--- src/rtl/pipe_hazard_ctrl_pkg.sv ---
// Shared definitions for the pipeline hazard controller and forwarding unit.
package pipe_hazard_ctrl_pkg;

  localparam int unsigned REG_ZERO    = 0;
  localparam int unsigned DRAIN_CNT_W = 4;

  localparam logic [1:0] ST_RUN    = 2'd0;
  localparam logic [1:0] ST_DRAIN  = 2'd1;
  localparam logic [1:0] ST_HALTED = 2'd2;

  typedef struct packed {
    logic pc_en;
    logic ifid_en;
    logic idex_en;
    logic exmem_en;
    logic memwb_en;
    logic ifid_flush;
    logic idex_bubble;
  } pipe_ctrl_t;

  // All five load enables driven to en, no flush and no bubble.
  function automatic pipe_ctrl_t ctrl_all(input logic en);
    pipe_ctrl_t c;
    c.pc_en       = en;
    c.ifid_en     = en;
    c.idex_en     = en;
    c.exmem_en    = en;
    c.memwb_en    = en;
    c.ifid_flush  = 1'b0;
    c.idex_bubble = 1'b0;
    return c;
  endfunction

endpackage

--- src/rtl/pipe_hazard_ctrl_if.sv ---
// Stage-side signals seen by the hazard controller and the controls it returns.
interface pipe_hazard_ctrl_if #(
  parameter int unsigned ADDR_LEFT = 4,
  parameter int unsigned CNT_BITS  = 16
);
  logic [ADDR_LEFT:0]  rs_addr;
  logic [ADDR_LEFT:0]  rt_addr;
  logic                rs_used;
  logic                rt_used;
  logic [ADDR_LEFT:0]  waddr_s3;
  logic                rw_s3;
  logic                sel_mem_s3;
  logic                jump_taken_s3;
  logic                halt_s2;
  logic                mem_req_s4;
  logic                mem_ready;
  logic                clr_stats;
  logic                pc_en;
  logic                ifid_en;
  logic                idex_en;
  logic                exmem_en;
  logic                memwb_en;
  logic                ifid_flush;
  logic                idex_bubble;
  logic                halted;
  logic [CNT_BITS-1:0] stall_cycles;

  modport master (
    output rs_addr, rt_addr, rs_used, rt_used, waddr_s3, rw_s3, sel_mem_s3,
           jump_taken_s3, halt_s2, mem_req_s4, mem_ready, clr_stats,
    input  pc_en, ifid_en, idex_en, exmem_en, memwb_en, ifid_flush,
           idex_bubble, halted, stall_cycles
  );

  modport slave (
    input  rs_addr, rt_addr, rs_used, rt_used, waddr_s3, rw_s3, sel_mem_s3,
           jump_taken_s3, halt_s2, mem_req_s4, mem_ready, clr_stats,
    output pc_en, ifid_en, idex_en, exmem_en, memwb_en, ifid_flush,
           idex_bubble, halted, stall_cycles
  );
endinterface

--- src/rtl/pipe_hazard_ctrl_hazard_detect.sv ---
// Load-use comparator: a load in EX writes a register the ID instruction reads.
module pipe_hazard_ctrl_hazard_detect
  import pipe_hazard_ctrl_pkg::*;
#(
  parameter int unsigned ADDR_LEFT = 4
) (
  input  logic [ADDR_LEFT:0] rs_addr,
  input  logic [ADDR_LEFT:0] rt_addr,
  input  logic               rs_used,
  input  logic               rt_used,
  input  logic [ADDR_LEFT:0] waddr_s3,
  input  logic               rw_s3,
  input  logic               sel_mem_s3,
  output logic               load_use_c
);

  localparam int unsigned ADDR_W = ADDR_LEFT + 1;

  logic dest_live;
  logic rs_hit;
  logic rt_hit;

  // rw_s3 is active-low; register zero is hard-wired and never a real producer.
  assign dest_live  = sel_mem_s3 & ~rw_s3 & (waddr_s3 != ADDR_W'(REG_ZERO));
  assign rs_hit     = rs_used & (rs_addr == waddr_s3);
  assign rt_hit     = rt_used & (rt_addr == waddr_s3);
  assign load_use_c = dest_live & (rs_hit | rt_hit);

endmodule

--- src/rtl/pipe_hazard_ctrl.sv ---
// Pipeline hazard/sequencing controller: stall, flush, bubble, halt drain
// and a saturating stall-cycle counter.
module pipe_hazard_ctrl
  import pipe_hazard_ctrl_pkg::*;
#(
  parameter int unsigned REG_WORDS    = 32,
  parameter int unsigned ADDR_LEFT    = $clog2(REG_WORDS) - 1,
  parameter int unsigned DRAIN_CYCLES = 3,
  parameter int unsigned CNT_BITS     = 16
) (
  input logic               clk,
  input logic               rst_,
  pipe_hazard_ctrl_if.slave bus
);

  logic [1:0]             state;
  logic [1:0]             state_nxt;
  logic [DRAIN_CNT_W-1:0] drain_cnt;
  logic [DRAIN_CNT_W-1:0] drain_cnt_nxt;
  logic [CNT_BITS-1:0]    stall_q;
  logic [CNT_BITS-1:0]    stall_nxt;
  logic                   stall_inc;
  logic                   halted_c;
  logic                   freeze_c;
  logic                   load_use_c;
  pipe_ctrl_t             ctrl;

  pipe_hazard_ctrl_hazard_detect #(
    .ADDR_LEFT (ADDR_LEFT)
  ) u_hazard_detect (
    .rs_addr    (bus.rs_addr),
    .rt_addr    (bus.rt_addr),
    .rs_used    (bus.rs_used),
    .rt_used    (bus.rt_used),
    .waddr_s3   (bus.waddr_s3),
    .rw_s3      (bus.rw_s3),
    .sel_mem_s3 (bus.sel_mem_s3),
    .load_use_c (load_use_c)
  );

  assign freeze_c = bus.mem_req_s4 & ~bus.mem_ready;

  always_ff @(posedge clk or negedge rst_) begin
    if (!rst_) begin
      state     <= ST_RUN;
      drain_cnt <= '0;
      stall_q   <= '0;
    end else begin
      state     <= state_nxt;
      drain_cnt <= drain_cnt_nxt;
      stall_q   <= stall_nxt;
    end
  end

  // Priority in RUN: freeze > redirect > load_use > halt.
  always_comb begin
    state_nxt     = state;
    drain_cnt_nxt = drain_cnt;
    ctrl          = ctrl_all(1'b0);
    halted_c      = 1'b0;
    stall_inc     = 1'b0;

    case (state)
      ST_RUN: begin
        stall_inc = freeze_c | load_use_c;
        if (freeze_c) begin
          ctrl = ctrl_all(1'b0);
        end else if (bus.jump_taken_s3) begin
          ctrl             = ctrl_all(1'b1);
          ctrl.ifid_flush  = 1'b1;
          ctrl.idex_bubble = 1'b1;
        end else if (load_use_c) begin
          ctrl             = ctrl_all(1'b1);
          ctrl.pc_en       = 1'b0;
          ctrl.ifid_en     = 1'b0;
          ctrl.idex_bubble = 1'b1;
        end else if (bus.halt_s2) begin
          ctrl          = ctrl_all(1'b1);
          state_nxt     = ST_DRAIN;
          drain_cnt_nxt = DRAIN_CNT_W'(DRAIN_CYCLES);
        end else begin
          ctrl = ctrl_all(1'b1);
        end
      end

      ST_DRAIN: begin
        stall_inc = freeze_c | load_use_c;
        if (!freeze_c) begin
          // Only bubbles enter EX from here on, so redirects cannot occur.
          ctrl             = ctrl_all(1'b1);
          ctrl.pc_en       = 1'b0;
          ctrl.ifid_en     = 1'b0;
          ctrl.idex_bubble = 1'b1;
          drain_cnt_nxt    = drain_cnt - DRAIN_CNT_W'(1);
          if (drain_cnt == DRAIN_CNT_W'(1)) begin
            state_nxt = ST_HALTED;
          end
        end
      end

      ST_HALTED: begin
        halted_c = 1'b1;
      end

      default: begin
        state_nxt = ST_RUN;
      end
    endcase
  end

  // Saturating stall counter; clear wins over increment.
  always_comb begin
    stall_nxt = stall_q;
    if (bus.clr_stats) begin
      stall_nxt = '0;
    end else if (stall_inc && (stall_q != {CNT_BITS{1'b1}})) begin
      stall_nxt = stall_q + CNT_BITS'(1);
    end
  end

  // Controls are forced inactive for as long as reset is held.
  assign bus.pc_en        = rst_ & ctrl.pc_en;
  assign bus.ifid_en      = rst_ & ctrl.ifid_en;
  assign bus.idex_en      = rst_ & ctrl.idex_en;
  assign bus.exmem_en     = rst_ & ctrl.exmem_en;
  assign bus.memwb_en     = rst_ & ctrl.memwb_en;
  assign bus.ifid_flush   = rst_ & ctrl.ifid_flush;
  assign bus.idex_bubble  = rst_ & ctrl.idex_bubble;
  assign bus.halted       = rst_ & halted_c;
  assign bus.stall_cycles = stall_q;

endmodule

--- src/flat_wrapper.sv ---
// flat-port wrapper written by rule: the top's interface ports become plain ports
module pipe_hazard_ctrl_flat import pipe_hazard_ctrl_pkg::*;
#(
  parameter int unsigned REG_WORDS    = 32,
  parameter int unsigned ADDR_LEFT    = $clog2(REG_WORDS) - 1,
  parameter int unsigned DRAIN_CYCLES = 3,
  parameter int unsigned CNT_BITS     = 16
)
  (clk, rst_, bus_rs_addr, bus_rt_addr, bus_rs_used, bus_rt_used, bus_waddr_s3, bus_rw_s3, bus_sel_mem_s3, bus_jump_taken_s3, bus_halt_s2, bus_mem_req_s4, bus_mem_ready, bus_clr_stats, bus_pc_en, bus_ifid_en, bus_idex_en, bus_exmem_en, bus_memwb_en, bus_ifid_flush, bus_idex_bubble, bus_halted, bus_stall_cycles);
  pipe_hazard_ctrl_if #(.ADDR_LEFT(ADDR_LEFT), .CNT_BITS(CNT_BITS)) bus_i ();
  input logic clk;
  input logic rst_;
  input wire logic [$bits(bus_i.rs_addr)-1:0] bus_rs_addr;
  input wire logic [$bits(bus_i.rt_addr)-1:0] bus_rt_addr;
  input wire logic [$bits(bus_i.rs_used)-1:0] bus_rs_used;
  input wire logic [$bits(bus_i.rt_used)-1:0] bus_rt_used;
  input wire logic [$bits(bus_i.waddr_s3)-1:0] bus_waddr_s3;
  input wire logic [$bits(bus_i.rw_s3)-1:0] bus_rw_s3;
  input wire logic [$bits(bus_i.sel_mem_s3)-1:0] bus_sel_mem_s3;
  input wire logic [$bits(bus_i.jump_taken_s3)-1:0] bus_jump_taken_s3;
  input wire logic [$bits(bus_i.halt_s2)-1:0] bus_halt_s2;
  input wire logic [$bits(bus_i.mem_req_s4)-1:0] bus_mem_req_s4;
  input wire logic [$bits(bus_i.mem_ready)-1:0] bus_mem_ready;
  input wire logic [$bits(bus_i.clr_stats)-1:0] bus_clr_stats;
  output wire logic [$bits(bus_i.pc_en)-1:0] bus_pc_en;
  output wire logic [$bits(bus_i.ifid_en)-1:0] bus_ifid_en;
  output wire logic [$bits(bus_i.idex_en)-1:0] bus_idex_en;
  output wire logic [$bits(bus_i.exmem_en)-1:0] bus_exmem_en;
  output wire logic [$bits(bus_i.memwb_en)-1:0] bus_memwb_en;
  output wire logic [$bits(bus_i.ifid_flush)-1:0] bus_ifid_flush;
  output wire logic [$bits(bus_i.idex_bubble)-1:0] bus_idex_bubble;
  output wire logic [$bits(bus_i.halted)-1:0] bus_halted;
  output wire logic [$bits(bus_i.stall_cycles)-1:0] bus_stall_cycles;
  assign bus_i.rs_addr = bus_rs_addr;
  assign bus_i.rt_addr = bus_rt_addr;
  assign bus_i.rs_used = bus_rs_used;
  assign bus_i.rt_used = bus_rt_used;
  assign bus_i.waddr_s3 = bus_waddr_s3;
  assign bus_i.rw_s3 = bus_rw_s3;
  assign bus_i.sel_mem_s3 = bus_sel_mem_s3;
  assign bus_i.jump_taken_s3 = bus_jump_taken_s3;
  assign bus_i.halt_s2 = bus_halt_s2;
  assign bus_i.mem_req_s4 = bus_mem_req_s4;
  assign bus_i.mem_ready = bus_mem_ready;
  assign bus_i.clr_stats = bus_clr_stats;
  assign bus_pc_en = bus_i.pc_en;
  assign bus_ifid_en = bus_i.ifid_en;
  assign bus_idex_en = bus_i.idex_en;
  assign bus_exmem_en = bus_i.exmem_en;
  assign bus_memwb_en = bus_i.memwb_en;
  assign bus_ifid_flush = bus_i.ifid_flush;
  assign bus_idex_bubble = bus_i.idex_bubble;
  assign bus_halted = bus_i.halted;
  assign bus_stall_cycles = bus_i.stall_cycles;
  pipe_hazard_ctrl #(.REG_WORDS(REG_WORDS), .ADDR_LEFT(ADDR_LEFT), .DRAIN_CYCLES(DRAIN_CYCLES), .CNT_BITS(CNT_BITS)) u_core (.clk(clk), .rst_(rst_), .bus(bus_i));
endmodule
--- config.mk ---
export PLATFORM = sky130hd
export DESIGN_NAME = pipe_hazard_ctrl_flat
export DESIGN_NICKNAME = d
export VERILOG_FILES = /design/src/rtl/pipe_hazard_ctrl_pkg.sv /design/src/rtl/pipe_hazard_ctrl_if.sv /design/src/rtl/pipe_hazard_ctrl_hazard_detect.sv /design/src/rtl/pipe_hazard_ctrl.sv /design/src/flat_wrapper.sv
export SDC_FILE = /design/constraint.sdc
export NUM_CORES = 1
export LEC_CHECK = 0
export ABC_CLOCK_PERIOD_IN_PS = 1900
export CORE_ASPECT_RATIO = 1.2
export CORE_MARGIN = 5
export CORE_UTILIZATION = 41
export CTS_BUF_LIST = sky130_fd_sc_hd__clkbuf_16
export DETAILED_ROUTE_END_ITERATION = 8
export GPL_TIMING_DRIVEN = 0
export PLACE_DENSITY = 0.73
export SETUP_SLACK_MARGIN = 0.2
export SLEW_MARGIN = 20
export SYNTH_ARGS = -nofsm -noshare
export SYNTH_HDL_FRONTEND = slang
export SYNTH_SLANG_ARGS = --single-unit
--- constraint.sdc ---
create_clock -name clk -period 1.9 [get_ports clk]
set_input_delay 0.38 -clock clk [delete_from_list [all_inputs] [get_ports clk]]
set_output_delay 0.38 -clock clk [all_outputs]
set_load 0.005 [all_outputs]
# --- Yosys cells after proc, flatten, opt, wreduce, memory -nomap -nowiden ---
# Index checks and enable logic that the tools add are counted.
op_classes:
  order_cmp: 0
  mux: 22
  n_bitwise: 19
  div: 0
  reduce_logical: 8
  mul: 0
  n_addsub: 2
  eq_ne: 12
  shift: 0
op_table:
  columns: ["operator", "count"]
  rows:
  - ["$mux W16", 2]
  - ["$mux W7", 3]
  - ["$mux W4", 5]
  - ["$add A16 B1 Y16 const B", 1]
  - ["$ne A16 B16 Y1 const B", 1]
  - ["$and A1 B1 Y1", 14]
  - ["$pmux W7 S2", 1]
  - ["$mux W2", 6]
  - ["$eq A5 B5 Y1", 2]
  - ["$ne A2 B2 Y1 const B", 5]
  - ["$pmux W4 S2", 1]
  - ["$reduce_and A7 Y1", 1]
  - ["$pmux W2 S3", 1]
  - ["$reduce_and A6 Y1", 1]
  - ["$mux W5", 1]
  - ["$reduce_bool A5 Y1", 1]
  - ["$eq A4 B1 Y1 const B", 1]
  - ["$reduce_bool A2 Y1", 2]
  - ["$sub A4 B1 Y4 const B", 1]
  - ["$not A1 Y1", 3]
  - ["$eq A2 B1 Y1 const B", 1]
  - ["$eq A2 B2 Y1 const B", 1]
  - ["$logic_not A2 Y1", 1]
  - ["$mux W1", 2]
  - ["other kinds (4)", 5]
totals:
  memories: 0
  in_bits: 26
  ramBits: 0
  romBits: 0
  reg_bits: 22
  latchBits: 0
  wordCells: 66
  output_inout_bits: 24

# --- Logic depth before layout (Yosys ltp) ---
logic_depth:
  ltp_word: 9
  mapped_depth: 9
  ltp_nobuf: 7

# --- Cells and area by module ---
# Synthesis repeated with hierarchy kept, for this count alone.
hier_totals:
  cells_unflattened: 165
  area_unflattened_um2: 1524.0
modules_own_cells:
  columns: ["module", "seq_area_each_um2", "n_inst", "area_per_inst_um2", "cells_each"]
  rows:
  - ["pipe_hazard_ctrl", 550.5, 1, 1383.8, 147]
  - ["pipe_hazard_ctrl_hazard_detect", 0.0, 1, 140.1, 18]

# --- Worst setup path after synthesis ---
# OpenSTA, ideal clock, no wires.
synth_path:
  path_kind: "input port to output port"
  from: "input port bus_waddr_s3[1]"
  to: "output port bus_pc_en"
  t_required_ns: 1.520
  path_slack_ns: -0.133
  path_buffers: 1
  arrival_ns: 1.653
  cell_stages: 5
  path_cell_list: "or4_1 o21ai_2 inv_1 a311oi_1 buf_4"
synth_via:
  elab_chain_len: 9
  elab_cells_between_ends: 13
  classes_between: "eq/ne (2); mux (4); bitwise (6); reduce/logical (1)"
synth_rtl:
  columns: ["item", "line", "source"]
  rows:
  - ["start: declaration", "flat_wrapper.sv:17", "input wire logic [$bits(bus_i.waddr_s3)-1:0] bus_waddr_s3;"]
  - ["$eq A5 B5 Y1 (on tied branches)", "pipe_hazard_ctrl_hazard_detect.sv:25, pipe_hazard_ctrl_hazard_detect.sv:26", null]
  - ["$and A1 B1 Y1 (on tied branches)", "pipe_hazard_ctrl_hazard_detect.sv:25, pipe_hazard_ctrl_hazard_detect.sv:26", null]
  - ["$or A1 B1 Y1", "pipe_hazard_ctrl_hazard_detect.sv:27", "assign load_use_c = dest_live & (rs_hit | rt_hit);"]
  - ["$and A1 B1 Y1 *", "pipe_hazard_ctrl_hazard_detect.sv:27", null]
  - ["$mux W7 *", "pipe_hazard_ctrl.sv:72", "end else if (load_use_c) begin"]
  - ["$mux W7 *", "pipe_hazard_ctrl.sv:68", "end else if (bus.jump_taken_s3) begin"]
  - ["$mux W7 *", "pipe_hazard_ctrl.sv:66", "if (freeze_c) begin"]
  - ["$pmux W7 S2 *", "pipe_hazard_ctrl.sv:63", "case (state)"]
  - ["$and A1 B1 Y1 *", "pipe_hazard_ctrl.sv:122", "assign bus.pc_en = rst_ & ctrl.pc_en;"]
  - ["end: declaration", "flat_wrapper.sv:25", "output wire logic [$bits(bus_i.pc_en)-1:0] bus_pc_en;"]
# Every way passes the cells marked *; elsewhere a longest branch is shown, timed or not.

# --- Final worst setup path ---
layout_path:
  from: "input port bus_waddr_s3[2]"
  to: "output port bus_idex_bubble"
layout_via:
  elab_chain_len: 9
  elab_cells_between_ends: 13
  classes_between: "eq/ne (2); mux (4); bitwise (6); reduce/logical (1)"
layout_rtl:
  columns: ["item", "line", "source"]
  rows:
  - ["$eq A5 B5 Y1 (on tied branches)", "pipe_hazard_ctrl_hazard_detect.sv:25, pipe_hazard_ctrl_hazard_detect.sv:26", null]
  - ["$and A1 B1 Y1 (on tied branches)", "pipe_hazard_ctrl_hazard_detect.sv:25, pipe_hazard_ctrl_hazard_detect.sv:26", null]
  - ["$or A1 B1 Y1", "pipe_hazard_ctrl_hazard_detect.sv:27", null]
  - ["$and A1 B1 Y1 *", "pipe_hazard_ctrl_hazard_detect.sv:27", null]
  - ["$mux W7 *", "pipe_hazard_ctrl.sv:72", null]
  - ["$mux W7 *", "pipe_hazard_ctrl.sv:68", null]
  - ["$mux W7 *", "pipe_hazard_ctrl.sv:66", null]
  - ["$pmux W7 S2 *", "pipe_hazard_ctrl.sv:63", null]
  - ["$and A1 B1 Y1 *", "pipe_hazard_ctrl.sv:128", "assign bus.idex_bubble = rst_ & ctrl.idex_bubble;"]
  - ["end: declaration", "flat_wrapper.sv:31", "output wire logic [$bits(bus_i.idex_bubble)-1:0] bus_idex_bubble;"]
# Marked as above.

==> results.json <==
{
  "pwr_density_cell_mw_per_mm2": 784,
  "numCtsBuffers": 3,
  "arrival_ns": 1.77,
  "power_mw": 2.06,
  "drive_above_1_share": 0.443,
  "drv_cap": 0,
  "slew_viol_final": 0,
  "die_w_um": 64.2,
  "p_leak_nw": 1.08,
  "netlist.area_leader.share": 0.380,
  "clock_skew_ns": 0.00190,
  "rows": 23,
  "grt_max_degree": 25,
  "syn-cell-area_mm2": 0.00145,
  "synthCells": 165,
  "crit_path_start_kind": "input pin",
  "violations": "negative setup slack",
  "die-area_mm2": 0.00482,
  "antenna_found_initial": 0,
  "grt_pass1_wl_um": 7680,
  "regToRegSetupSlack_ns": -0.12,
  "grt_usage": 0.199,
  "p_switching_uw": 651,
  "wl_per_cell_um": 18.6,
  "synth_nets": 194,
  "p_seq_frac": 0.287,
  "clockPowerShare": 0.291,
  "final_nets": 283,
  "grt-ovfl-total": 0,
  "min_path_type": "in -> async",
  "drt_pass1_iterations": 4,
  "insertion_delay_ns": 0.26,
  "viasPerCell": 5.87,
  "io_pins": 50,
  "core_mm2": 0.00337,
  "drc": 0,
  "yosysUniqueCellTypes": 37,
  "place.gp.congestion": 0.784,
  "worstMarginPinSlew_ns": 0.587,
  "hold_slack_ns": 0.0143,
  "ctsHtreeMaxLevel": 1,
  "synth_ff_type": "dfrtp_1",
  "setup_viol": 23,
  "finalHoldViolCount": 0,
  "area_growth_pct": 81.8,
  "power_frac_comb": 0.421,
  "cp_data_required_time_ns": 1.52,
  "path_clk_slew_ns": 0.06,
  "crit_path_end_kind": "output port",
  "cts_max_path_buffers": 2,
  "r2r_cells": 8,
  "antenna_cells": 0,
  "die_h_um": 75.1,
  "fin_util": 0.782,
  "async_flop_share": 1.00,
  "ir_drop_v": 0.000967,
  "dp_hpwl_um": 2980,
  "drt.antenna.violating_nets": 0,
  "syn-mean-instance-area_um2": 8.77,
  "io_buffer_count": 48,
  "final.min_clock_period_ns": 2.15,
  "cp_max_fo": 3,
  "finalCritPeriodShare": 1.13,
  "synth_edf_count": 0,
  "drtIter0Drc": 112,
  "grt_pass1_vias": 1606,
  "vias": 1701,
  "crit_end": "bus_idex_bubble",
  "worstReg2RegStart": "u_core.bus.stall_cycles[11]",
  "root_buffer": "clkbuf_16",
  "critical_path_class": "in -> out",
  "yosysWarningCount": 0,
  "switching_share": 0.315,
  "timing.rr.end": "u_core.bus.stall_cycles[8]",
  "fin_setup_tns_ns": -2.67,
  "yosys.area.top_type": "dfrtp_1",
  "rsz0062_at_grt": "yes",
  "synth_seq_cells": 22,
  "timing.max_slew.rel_slack": 0.609,
  "status": "finished with violations",
  "start_util": 0.430,
  "startpoint": "bus_waddr_s3[2]",
  "p_int_mw": 1.41,
  "drt_wl_total_um": 5400,
  "nFillCells": 192,
  "setup_ws_ns": -0.253,
  "clock-sinks": 22,
  "seq_area_frac_synth": 0.380,
  "yosys-top-cells-area": "dfrtp_1 38%, a21oi_1 6.9%, xnor2_1 6.1%",
  "clock.fmax_mhz": 465,
  "cts_tree": "done"
}
[layer usage]
metal,vias to the layer above,GRT usage,share of wire
met5,-,0,0
met3,15,0.0388,0.056
met4,0,0.0656,0.024
met1,830,0.220,0.37
met2,75,0.378,0.55
li1,781,-,-
[cell usage after synthesis (5+ instances only)]
master   instances
o21ai_1          5
or4_1            7
nand2_1         10
xnor2_1         10
nor2_1           7
dfrtp_1         22
a21oi_1         20
nand3_1          9
nand4_1          7
inv_1           12
or3_1            6
o31ai_1          8
[logic make-up (layout without fill, tap and decap cells)]
family          Yosys count  after routing  share of synthesized area
compound gates           46             46                      0.198
flops                    22             22                      0.380
simple gates             61             61                      0.243
fa+ha+maj                 3              3                     0.0259
xor+xnor                 11             11                     0.0665
buf+inv                  20            108                     0.0726
mux                       2              2                     0.0138
[final cells by class]
class                      count  area [um^2]  area share
buffer                         8         75.1      0.0285
multi-input combinational    123         1030       0.393
clock buffer                   3         75.1      0.0285
clock inverter                 1         30.0      0.0114
timing repair buffer          84          768       0.292
sequential                    22          553       0.210
tap                           37         46.3      0.0176
inverter                      12         50.0      0.0190
[critical path, cell delays in order]
cell and delay (ns):
buf_8 0.10, or4_4 0.54, o21ai_4 0.16, inv_2 0.06
buf_4 0.13, buf_6 0.11, a21oi_2 0.10, a21oi_1 0.07
buf_2 0.12
[power by group through the flow]
stage               Combinational [mW]  Sequential (mW)  Clock (mW)
finish                           0.870            0.593       0.601
global route                     0.936            0.598       0.618
CTS                              0.737            0.586       0.604
detailed placement               0.571            0.603           0
global placement                 0.550            0.600           0
floorplan                        0.354            0.589           0
[cells in the final DEF, fill, tap and decap left out, types with 8 or more instances in the layout]
master            n
buf_2            11
buf_6            20
nand2_1           8
buf_4            24
dfrtp_1          20
a21oi_1          12
inv_1             9
xnor2_1           8
clkdlybuf4s50_1  19
[worst min-delay path by stage]
| stage | from | to |
|---|---|---|
| 2_1_floorplan | rst_ | u_core.bus.stall_cycles[0] |
| 3_3_place_gp | u_core.drain_cnt[1] | u_core.drain_cnt[1] |
| 3_5_place_dp | u_core.drain_cnt[1] | u_core.drain_cnt[1] |
| 4_1_cts | rst_ | u_core.bus.stall_cycles[5] |
| 5_1_grt | rst_ | u_core.bus.stall_cycles[5] |
| 6_report | rst_ | u_core.bus.stall_cycles[5] |
[stage by stage]
step | cell area (um^2) | setup WS, ns | std cells
2_1_floorplan | 1480 | -0.0224 | 165
3_3_place_gp | 2000 | -1.32 | 250
3_5_place_dp | 2000 | -1.41 | 250
4_1_cts | 2450 | -0.272 | 278
5_1_grt | 2630 | -0.285 | 290
6_report | 2630 | -0.253 | 290
[timing repair]
item	CTS	global route
setup buffers	22	12
pin swaps	32	16
gates cloned	2	0
hold buffers	0	0
setup endpoints to repair	29	30
resized for setup	137	30
[flip-flops by register name, indices dropped and copies added, names as in the netlist]
register,count
u_core.bus.stall_cycles,16
u_core.drain_cnt,4
u_core.state,2
Power figures use the tool's default switching activity.
